--- src/rtl/pipe_pkg.sv ---
// Shared definitions for the N-channel pipeline with one arbitrated stage.
// Holds the shared-stage operation and channel-index sizing.
package pipe_pkg;

   localparam int OP_W = 64;

   // Callers truncate the result to their own width, so supported widths are 1..OP_W.
   function automatic logic [OP_W-1:0] shared_op(input logic [OP_W-1:0] d);
      return d + 1'b1;
   endfunction

   function automatic int ch_idx_w(input int n);
      return (n > 1) ? $clog2(n) : 1;
   endfunction

endpackage

--- src/rtl/rr_arbiter.sv ---
// Round-robin arbiter for the shared stage resource.
// The pointer names the highest-priority channel and moves past each winner.
module rr_arbiter
   import pipe_pkg::*;
#(
   parameter int NUM_CH = 2
) (
   input  logic              clk,
   input  logic              reset,
   input  logic [NUM_CH-1:0] req,
   output logic [NUM_CH-1:0] grant
);

   localparam int CH_IDX_W = ch_idx_w(NUM_CH);

   logic [CH_IDX_W-1:0] rr_ptr;
   logic [CH_IDX_W-1:0] gnt_idx;
   logic                any_gnt;

   always_comb begin
      int j;
      j       = 0;
      grant   = '0;
      gnt_idx = '0;
      any_gnt = 1'b0;
      for (int i = 0; i < NUM_CH; i++) begin
         j = int'(rr_ptr) + i;
         if (j >= NUM_CH) j = j - NUM_CH;
         if (!any_gnt && req[j]) begin
            grant[j] = 1'b1;
            gnt_idx  = CH_IDX_W'(j);
            any_gnt  = 1'b1;
         end
      end
   end

   always_ff @(posedge clk) begin
      if (reset) begin
         rr_ptr <= '0;
      end else if (any_gnt) begin
         rr_ptr <= (int'(gnt_idx) == NUM_CH - 1) ? '0 : gnt_idx + 1'b1;
      end
   end

endmodule

--- src/rtl/shared_stage_pipe_n.sv ---
// N-channel DEPTH-stage pipeline; one stage shares an increment unit
// between channels through a round-robin arbiter.
module shared_stage_pipe_n
   import pipe_pkg::*;
#(
   parameter int NUM_CH       = 2,
   parameter int WIDTH        = 32,
   parameter int DEPTH        = 4,
   parameter int SHARED_STAGE = 1
) (
   input  logic                    clk,
   input  logic                    reset,
   input  logic [NUM_CH*WIDTH-1:0] pipeline_inputs,
   input  logic [NUM_CH-1:0]       in_valid,
   input  logic [NUM_CH-1:0]       flush,
   input  logic [NUM_CH-1:0]       in_stall,
   output logic [NUM_CH*WIDTH-1:0] pipeline_outputs,
   output logic [NUM_CH-1:0]       out_valid,
   output logic [NUM_CH-1:0]       out_stall
);

   logic [NUM_CH-1:0] req;
   logic [NUM_CH-1:0] grant;
   logic [NUM_CH-1:0] stall;

   rr_arbiter #(
      .NUM_CH(NUM_CH)
   ) u_arb (
      .clk  (clk),
      .reset(reset),
      .req  (req),
      .grant(grant)
   );

   for (genvar c = 0; c < NUM_CH; c++) begin : g_ch
      logic [DEPTH-1:0] v_q;
      logic [WIDTH-1:0] d_q   [DEPTH];
      logic [WIDTH-1:0] d_nxt [DEPTH];
      logic             enter_v;

      if (SHARED_STAGE == 0) begin : g_enter_in
         assign enter_v = in_valid[c];
      end else begin : g_enter_q
         assign enter_v = v_q[SHARED_STAGE-1];
      end

      for (genvar k = 0; k < DEPTH; k++) begin : g_st
         logic [WIDTH-1:0] base;
         if (k == 0) begin : g_src_in
            assign base = pipeline_inputs[c*WIDTH +: WIDTH];
         end else begin : g_src_q
            assign base = d_q[k-1];
         end
         if (k == SHARED_STAGE) begin : g_op
            assign d_nxt[k] = WIDTH'(shared_op(OP_W'(base)));
         end else begin : g_pass
            assign d_nxt[k] = base;
         end
      end

      // A channel that loses arbitration freezes all of its stages.
      assign req[c]   = enter_v & ~in_stall[c] & ~flush[c];
      assign stall[c] = in_stall[c] | (req[c] & ~grant[c]);

      always_ff @(posedge clk) begin
         if (reset) begin
            v_q <= '0;
            for (int k = 0; k < DEPTH; k++) d_q[k] <= '0;
         end else if (flush[c]) begin
            v_q <= '0;
         end else if (!stall[c]) begin
            v_q <= {v_q[DEPTH-2:0], in_valid[c]};
            for (int k = 0; k < DEPTH; k++) d_q[k] <= d_nxt[k];
         end
      end

      assign pipeline_outputs[c*WIDTH +: WIDTH] = d_q[DEPTH-1];
      assign out_valid[c] = v_q[DEPTH-1];
      assign out_stall[c] = stall[c];
   end

endmodule

--- config.mk ---
export PLATFORM = sky130hd
export DESIGN_NAME = shared_stage_pipe_n
export DESIGN_NICKNAME = d
export VERILOG_FILES = /design/src/rtl/pipe_pkg.sv /design/src/rtl/rr_arbiter.sv /design/src/rtl/shared_stage_pipe_n.sv
export SDC_FILE = /design/constraint.sdc
export NUM_CORES = 1
export LEC_CHECK = 0
export ABC_AREA = 1
export ABC_CLOCK_PERIOD_IN_PS = 16160
export CAP_MARGIN = 20
export CELL_PAD_IN_SITES_DETAIL_PLACEMENT = 0
export CELL_PAD_IN_SITES_GLOBAL_PLACEMENT = 2
export CORE_MARGIN = 1.5
export CORE_UTILIZATION = 37
export CTS_BUF_LIST = sky130_fd_sc_hd__clkbuf_4
export DETAILED_ROUTE_END_ITERATION = 16
export PLACE_DENSITY = 0.92
export SLEW_MARGIN = 10
export SYNTH_ARGS = -nofsm -noshare
export SYNTH_HDL_FRONTEND = slang
export SYNTH_HIERARCHICAL = 1
export SYNTH_SLANG_ARGS = --single-unit
--- constraint.sdc ---
create_clock -name clk -period 16.16 [get_ports clk]
set_input_delay 3.232 -clock clk [delete_from_list [all_inputs] [get_ports clk]]
set_output_delay 3.232 -clock clk [all_outputs]
set_load 0.01 [all_outputs]
==> out/metrics.cfg <==
[route]
drc=0
routedWlPerCell_um=12.4
vias_per_cell=4.21
first_pass_iters=5
routed_wl_um=22600
ant_nets=0
dr_total_vias=7640
drtIter0Drc=421

[timing]
max_freq_mhz=118
max_slew_margin_pct=28.1
tns_ps=0
slew_violations=0
period_share_pct=52.4
finalHoldViolations=0
setup_viol=0
fin_crit_ps=8460
rsz0062_at_grt=false
hold_slack_ps=485
worst_pin_slew_ps=1080
skew_ps=46.1

[logic_synthesis]
syn_avg_cell_area_um2=9.93
synthCells=1204
ys_ff_latch=265
synth_warnings=6
synth_edf_count=256
syn-num-nets=1278
async_reset_ff_share_pct=0
synth_common_cells=312 x nor2_1, 256 x edfxtp_1, 238 x inv_1
synthesis.area_um2=12000
netlist.area_leader.share_pct=64.3
yosysMostFrequentCell=nor2_1
yosys.area.top_type=edfxtp_1
synth_cell_type_count=28
ys_seq_area_share_pct=65.8
ys.flop_type=edfxtp_1
synth_area_leaders=edfxtp_1 64%, nor2_1 9.8%, inv_1 7.5%, nand2_1 4.9%, buf_4 2.3%

[setup_path]
path_buf_inv=2
cp-end-kind=output port
cp_common_cell=clkdlybuf4s50_1
reg2reg_slack_ps=13010
start_kind=input pin
crit_fanout=8
cp_slowest_stage_delay_ps=570
critPathRequiredTime_ps=12930
worstSetupPathType=in -> out
arrival_ps=5230
path_depth=7
crit_family=buffers and inverters
reg2regPathDepth=9
crit_slowest_cell=clkdlybuf4s50_1
path_cells=clkdlybuf4s50_1 -> nor3_1 -> nand2_1 -> and2_1 -> nand3b_1 -> nand2_2 -> clkdlybuf4s50_1

[floorplan]
die_x_um=183
start_util_pct=37.7
die_y_um=183
num_rows=65
io_pins=140
dieArea_um2=33400
core-area_um2=31700

[cts]
cts_buffer_depth=3
clock-sinks=265
cts_tree=yes
clockRootBuffer=clkbuf_4
clk_latency_ps=670
post-cts-setup-buffers=0
cts_buffers=70
clkTransAtPathRegs_ps=60
clock_tree.htree_level_count=3
ctsHoldBuffers=0
ctsResizeCount=0

[flow_run]
cap_violations=0

[final_layout]
nets=1437
final_layout_size_suffix_gt1_share_pct=11.5
fillCellCount=3058
fin_area_um2=14400
syn_to_final_growth_pct=20.1

[placement]
port_buffers=139
routabilityCongestion=0.823
dpl.hpwl_um=15400
dpl_cell_area_um2=13500

[global_routing]
grt_pass1_wl_um=37400
antenna_found_initial=2
grt_pass1_vias=7522
grt_usage_pct=14.0
grt_max_degree=99
gr-total-overflow=0

[hold_path]
holdPathStages=2
hold_path.class=reg -> reg

[pwr]
p_leak_nw=5.67
vdd_ir_drop_max_mv=0.0439
pwr_density_cell_nw_per_um2=102

[outcome]
status=completed

[placed cells by master (no fill, tap or decap), drive strengths merged]
master,Yosys,layout
nor2,354,354
edfxtp,256,256
inv,243,244
nand2,161,161
clkdlybuf4s50,0,139
clkbuf,0,92
a21oi,42,42
nand3,35,35
clkinv,0,22
o21ai,21,21
dfxtp,9,9
buf,60,8
xor2,4,4
and2,3,3
xnor2,3,3
diode,0,2
nand3b,2,2
nor3,2,2
or2,2,2
and3,2,2
nor3b,2,2
ha,2,2
clkinvlp,0,2
a21o,1,1
bufinv,0,1
[logic make-up (layout without fill, tap and decap cells)]
| logic type | Yosys count | after routing | synth area share (%) |
|---|---|---|---|
| simple gates | 563 | 563 | 19.5 |
| buf+inv | 303 | 508 | 11.3 |
| flops | 265 | 265 | 65.8 |
| compound gates | 64 | 64 | 2.70 |
| xor+xnor | 7 | 7 | 0.513 |
| fa+ha+maj | 2 | 2 | 0.209 |
| other cells | 0 | 2 | 0 |
[power by group]
part           internal, mW  switching (mW)
Combinational        0.0469          0.0577
Sequential            0.797          0.0190
Clock                 0.283           0.264
[worst min-delay path: stages, from the launching register on]
cell     delay (ps)
dfxtp_1         320
nor2_1           40
nor2_1           80
[worst paths after layout]
check | startpoint | endpoint
worst max register to register | g_ch[1].v_q[0]$_SDFFE_PP0N_ | g_ch[1].d_q[0][82]$_SDFFCE_PN0P_
worst max-delay path | flush[1] | out_stall[0]
worst min register to register | g_ch[1].v_q[2]$_SDFFE_PP0N_ | g_ch[1].v_q[2]$_SDFFE_PP0N_
worst min-delay path | g_ch[1].v_q[2]$_SDFFE_PP0N_ | g_ch[1].v_q[2]$_SDFFE_PP0N_
[metrics by stage]
step	setup WS, ps	std cells	utilization [%]	total power [mW]
global route	7520	1813	45.3	1.54
finish	7700	1813	45.3	1.47
CTS	7700	1810	45.2	1.49
floorplan	2550	1204	-	0.899
global placement	7730	1692	42.5	0.935
detailed placement	7710	1692	42.5	0.937
[layer usage]
layer	track usage [%]	share of wire, %
met1	21.1	53
met2	18.6	38
met3	4.49	7.0
met4	5.34	1.5
met5	0	0
[registers in the layout, indices dropped and copies added (netlist names), named ones only]
register and count:
g_ch.d_q 256, g_ch.v_q 8
[cell type report]
type                       count  area (um2)  area share, %
clock buffer                  92         691           4.81
clock inverter                26         146           1.02
antenna                        2        5.00         0.0348
tap                          402         503           3.50
multi-input combinational    636        2770           19.3
timing repair buffer         147        1470           10.2
inverter                     243         912           6.35
sequential                   265        7870           54.8
Power figures use the tool's default switching activity.
